**src/rtl/imm_extend.sv**
```systemverilog
// RV32 decode-stage immediate generator: combinational extended immediate plus a registered copy.
// Optional IMM_EXTEND_ILLEGAL_CHK_EN adds a sticky illegal_src_o flag for the unused select codes.
module imm_extend (
  input  logic        clk_i,
  input  logic        reset_i,
  input  logic [31:7] instr_i,
  input  logic [2:0]  imm_src_i,
`ifdef IMM_EXTEND_ILLEGAL_CHK_EN
  output logic        illegal_src_o,
`endif
  output logic [31:0] imm_ext_o,
  output logic [31:0] imm_ext_q_o
);

  localparam logic [2:0] I_EXT   = 3'b000;
  localparam logic [2:0] S_EXT   = 3'b001;
  localparam logic [2:0] B_EXT   = 3'b010;
  localparam logic [2:0] J_EXT   = 3'b011;
  localparam logic [2:0] U_EXT   = 3'b100;
  localparam logic [2:0] CSR_EXT = 3'b101;

  logic        sign_bit;
  logic [31:0] imm_ext_next;
  logic [31:0] imm_ext_reg;

  assign sign_bit = instr_i[31];

  always_comb begin
    imm_ext_next = 32'b0;
    unique case (imm_src_i)
      I_EXT:   imm_ext_next = {{20{sign_bit}}, instr_i[31:20]};
      S_EXT:   imm_ext_next = {{20{sign_bit}}, instr_i[31:25], instr_i[11:7]};
      B_EXT:   imm_ext_next = {{19{sign_bit}}, instr_i[31], instr_i[7],
                               instr_i[30:25], instr_i[11:8], 1'b0};
      J_EXT:   imm_ext_next = {{11{sign_bit}}, instr_i[31], instr_i[19:12],
                               instr_i[20], instr_i[30:21], 1'b0};
      U_EXT:   imm_ext_next = {instr_i[31:12], 12'b0};
      // CSRRxI uimm is an unsigned 5-bit field taken from the rs1 slot
      CSR_EXT: imm_ext_next = {27'b0, instr_i[19:15]};
      default: imm_ext_next = 32'b0;
    endcase
  end

  always_ff @(posedge clk_i) begin
    if (reset_i) begin
      imm_ext_reg <= 32'b0;
    end else begin
      imm_ext_reg <= imm_ext_next;
    end
  end

  assign imm_ext_o   = imm_ext_next;
  assign imm_ext_q_o = imm_ext_reg;

`ifdef IMM_EXTEND_ILLEGAL_CHK_EN
  logic illegal_src_reg;

  always_ff @(posedge clk_i) begin
    if (reset_i) begin
      illegal_src_reg <= 1'b0;
    end else if (imm_src_i[2] && imm_src_i[1]) begin
      illegal_src_reg <= 1'b1;
    end
  end

  assign illegal_src_o = illegal_src_reg;
`endif

endmodule

```
**config.mk**
```make
export PLATFORM = sky130hd
export DESIGN_NAME = imm_extend
export DESIGN_NICKNAME = d
export VERILOG_FILES = /design/src/rtl/imm_extend.sv
export SDC_FILE = /design/constraint.sdc
export NUM_CORES = 1
export LEC_CHECK = 0
export BUFFER_PORTS_ARGS = -buffer_cell sky130_fd_sc_hd__buf_2
export CAP_MARGIN = 5
export CORE_ASPECT_RATIO = 0.8
export CORE_MARGIN = 2
export CORE_UTILIZATION = 41
export DETAILED_ROUTE_END_ITERATION = 16
export GPL_TIMING_DRIVEN = 0
export PLACE_DENSITY_LB_ADDON = 0.2
export SLEW_MARGIN = 20
export SYNTH_ARGS = -nofsm -noshare
export SYNTH_HDL_FRONTEND = slang
export SYNTH_SLANG_ARGS = --single-unit
```
**constraint.sdc**
```tcl
create_clock -name clk_i -period 2.39 [get_ports clk_i]
set_clock_uncertainty 0.15 [all_clocks]
set_input_delay 0.717 -clock clk_i [delete_from_list [all_inputs] [get_ports clk_i]]
set_output_delay 0.717 -clock clk_i [all_outputs]
set_load 0.03 [all_outputs]
```
==> Word-level counts from Yosys, hierarchy flattened <==
Index checks and enable logic that the tools add are counted.
{ "totals": {"ff_bits": 32, "mem_count": 0, "ram_bits": 0, "rom_bits": 0, "elab_cells": 8, "input_bits": 30, "output_inout_bits": 64, "latch_bits": 0} }
{ "classes": {"n_lt_le_gt_ge": 0, "mul": 0, "eq_ne": 5, "add_sub_neg": 0, "bitwise_logic": 0, "n_mux": 1, "n_div": 0, "n_shift": 0, "n_reduce_logical": 1} }
{ "ops": {"columns": ["cell", "n"], "rows": [
  ["32-bit case mux with 6 select lines", 1],
  ["3-bit by 2-bit equality test with 1-bit output, second input constant", 2],
  ["3-bit equality test, second input constant", 2],
  ["3-bit by 1-bit equality test with 1-bit output, second input constant", 1],
  ["3-bit zero test", 1]
]} }

==> Longest topological paths before layout <==
{ "logic_depth": {"word_depth": 2, "mapped_depth": 4, "ltp_nobuf": 3} }

==> Least setup slack after synthesis <==
Ideal clock, no wire load.
{ "synth_timing": {"path_kind": "input to output", "startpoint": "input imm_src_i[1]", "endpoint": "output imm_ext_o[1]", "path_buffers": 0, "cell_stages": 3, "t_arrival_ps": 1575, "t_required_ps": 1523, "setup_slack_ps": -52, "cell_sequence": "xor2_2 -> mux2i_1 -> o21ai_1"} }
{ "synth_via": {"elab_chain_len": 2, "elab_cells_between_ends": 7} }
{ "synth_rtl": {"columns": ["item", "line", "rtl"], "rows": [
  ["start: declaration", "7", "input logic [2:0] imm_src_i,"],
  ["3-bit equality test (tied with other cells)", "30", "unique case (imm_src_i)"],
  ["32-bit case mux with 6 select lines *", "30", null],
  ["end: declaration", "11", "output logic [31:0] imm_ext_o,"]
]} }
Mark *: on every way between the ends. The rest lies on a longest branch, timed or not.

==> Worst setup path after layout <==
{ "layout_timing": {"startpoint": "input imm_src_i[0]", "endpoint": "output imm_ext_o[16]"} }
Same word-level chain as after synthesis.

==> impl_results.md <==
- H-tree Lvls: 2
- Number of synthesized register bits: 32
- Largest register FFs: 32
- Total Wirelength: 5991 µm
- Final setup violation count: 26
- DP Wirelength: 2992 µm
- Register area share after synthesis: 46.42%
- Worst setup SP type: input port
- Num CTS Buffers: 5
- Vias in the first global route: 1543
- EDFF count, synth: 0
- Static Leakage: 1.378 nW
- Initial antenna violation count: 0
- Largest net degree at the start of global routing: 11
- Worst Hold Class: input port to flop
- First-pass GRT wire length: 7300 µm
- Vias/cell: 5.467
- Clock root buffer: clkbuf_8
- Initial core utilization: 43.77%
- Gr ovfl total: 0
- Power consumption: 0.001548 W
- Fin crit share: 107.2%
- Yosys cell types: 27
- Least-Margin Pin Slew: 0.5323 ns
- Wire per inst: 18.55 µm
- Area contributors post-synth: dfxtp_1 46%, nor2b_1 9.1%, a31oi_1 6.3%
- Critical path type: input port to output port
- Maxcap violations: 0
- Starting DRT DRC Count: 132
- Worst Path Required: 1.52 ns
- Status: finished, violations left
- Placer Congestion: 0.7788
- NumNets Final: 313
- Mux contribution to synthesized area: 5.168%
- Max Transition Viols Final: 0
- Tot GR Track Use: 25.40%
- Most frequent cell after synthesis: dfxtp_1
- Failing checks: negative setup slack
- Area Overhead vs Synth: 99.82%
- DRC: 0
- Post-synth ARST share: 0%
- Core Area: 3153 µm²
- CTS clk-pin slew, worst paths: 0.06 ns
- Share of layout cells above drive strength 1: 61.48%
- Final Hold Viols: 0
- Most area-hungry cell type in the Yosys netlist: dfxtp_1
- CP Data Arrival Time: 1.70 ns
- FMAX: 0.3903 GHz
- IO Count: 94
- Full die area: 3849 µm²
- Post-synthesis xor/xnor area fraction: 1.179%
- CP max FO: 7
- CTS tree: built
- Top cell type's share of synthesized area: 46.42%
- Antenna diodes: 0
- Max_slew headroom: 64.51%
- Mapped Area: 1380 µm²
- Synthesized instance count: 153
- Synth Area in Compound Gates: 19.40%
- DIE HEIGHT: 55.89 µm
- Port bufs: 93
- Cell Rows: 18
- Post-synth net total: 183
- Largest family of logic cells by synthesized area: simple AND/OR/NAND/NOR gates
- Worst setup EP type: output port
- Synth warn: 0
- Post-route cell area: 2758 µm²
- Adder-cell share of the synthesized area: 0%
- Final Util: 87.46%
- Final min period: 2.562 ns
- Post-placement cell area: 1916 µm²
- Bufs on Longest Clock Path: 2
- Simple-gate share of the synthesized area: 24.48%
- Synth cell count leaders: 32 x dfxtp_1, 20 x nor2b_1, 14 x a31oi_1, 14 x nand2_1, 11 x a21o_1
- Synth Area per Inst: 9.020 µm²
- Pwr per Cell Area: 561.4 nW/µm²
- Final worst slack: -0.1723 ns
- Synth Flop Type: dfxtp_1
- Hold buffers post-CTS: 0
- Antenna viol nets, final: 0
- Max IR drop VDD: 594.1 µV
- DR pass1 iterations: 4
- Unrepaired setup endpoints after global routing: true
- Vias post-DR: 1766
- Die width: 68.87 µm
- # clock sinks: 32
- Fill cells: 147
timing repair:
action | CTS | global route
setup endpoints to repair | 29 | 26
gates cloned | 1 | 0
buffers inserted | 17 | 12
gates resized for setup | 96 | 41
pin swaps | 24 | 15
critical path, cell delays in order:
cell and delay (ns):
buf_12 0.12, buf_8 0.13, buf_6 0.11, nor2b_4 0.11, buf_12 0.16, a31oi_4 0.11
nand2_1 0.10, buf_6 0.13
final timing paths:
| kind | from | endpoint | cells past startpoint | slack [ns] |
|---|---|---|---|---|
| worst min-delay path | instr_i[27] | imm_ext_q_o[7]$_SDFF_PP0_ | 2 | 0.50 |
| worst max-delay path | imm_src_i[0] | imm_ext_o[16] | 8 | -0.17 |
cell families after synthesis:
family / after synthesis
and+or+nand+nor: 59
AOI/OAI and AO/OA: 44
DFF: 32
buffers and inverters: 10
muxes: 7
xor gates and xnor gates: 1
placed cells by master, fill, tap and decap left out, drive strengths merged:
master,count
and4bb,1
or2,1
a21o,11
nand2,14
and2,7
buf,128
nor3,1
dfxtp,32
a31oi,14
o21ai,10
o21a,1
nand3,5
clkbuf,10
and2b,1
nor2b,21
mux2,1
clkinv,1
and3b,1
nor2,4
nor3b,3
clkinvlp,1
xor2,1
a21oi,8
mux2i,6
final cells by class:
type                       instances  area, µm²  share of cell area, %
timing repair buffer             123      943.4                  34.21
clock inverter                     1      5.005                 0.1815
clock buffer                       6      72.57                  2.632
sequential                        32      640.6                  23.23
buffer                             9      96.34                  3.494
multi-input combinational        111      942.2                  34.17
inverter                           1      7.507                 0.2722
tap                               40      50.05                  1.815
per-layer routing:
metal  global-route usage [%]  routed length, µm  up-vias
met5                        0                  0        -
met1                    32.75               2407      854
met3                    7.490                582        8
met2                    39.15               2914      109
li1                         -                  -      795
met4                    10.36                 87        0
where the power goes:
group          leakage [nW]  total [W]  switching, W  internal [W]
sequential            0.264   0.000569    0.00000681      0.000563
clock                0.0410   0.000400      0.000203      0.000198
combinational          1.07   0.000578      0.000331      0.000247
total                  1.38    0.00155      0.000541       0.00101
metrics by stage:
stage,instances,hold slack [ns],setup WS (ns),TNS (ns)
global placement,286,0.7893,-0.4546,-9.007
detailed placement,286,0.7980,-0.4137,-9.239
CTS,311,0.4951,-0.1166,-1.597
global route,323,0.5089,-0.2191,-3.566
finish,323,0.5028,-0.1723,-2.605
floorplan,153,0.6386,-0.05173,-0.2307
Power figures use the tool's default switching activity.
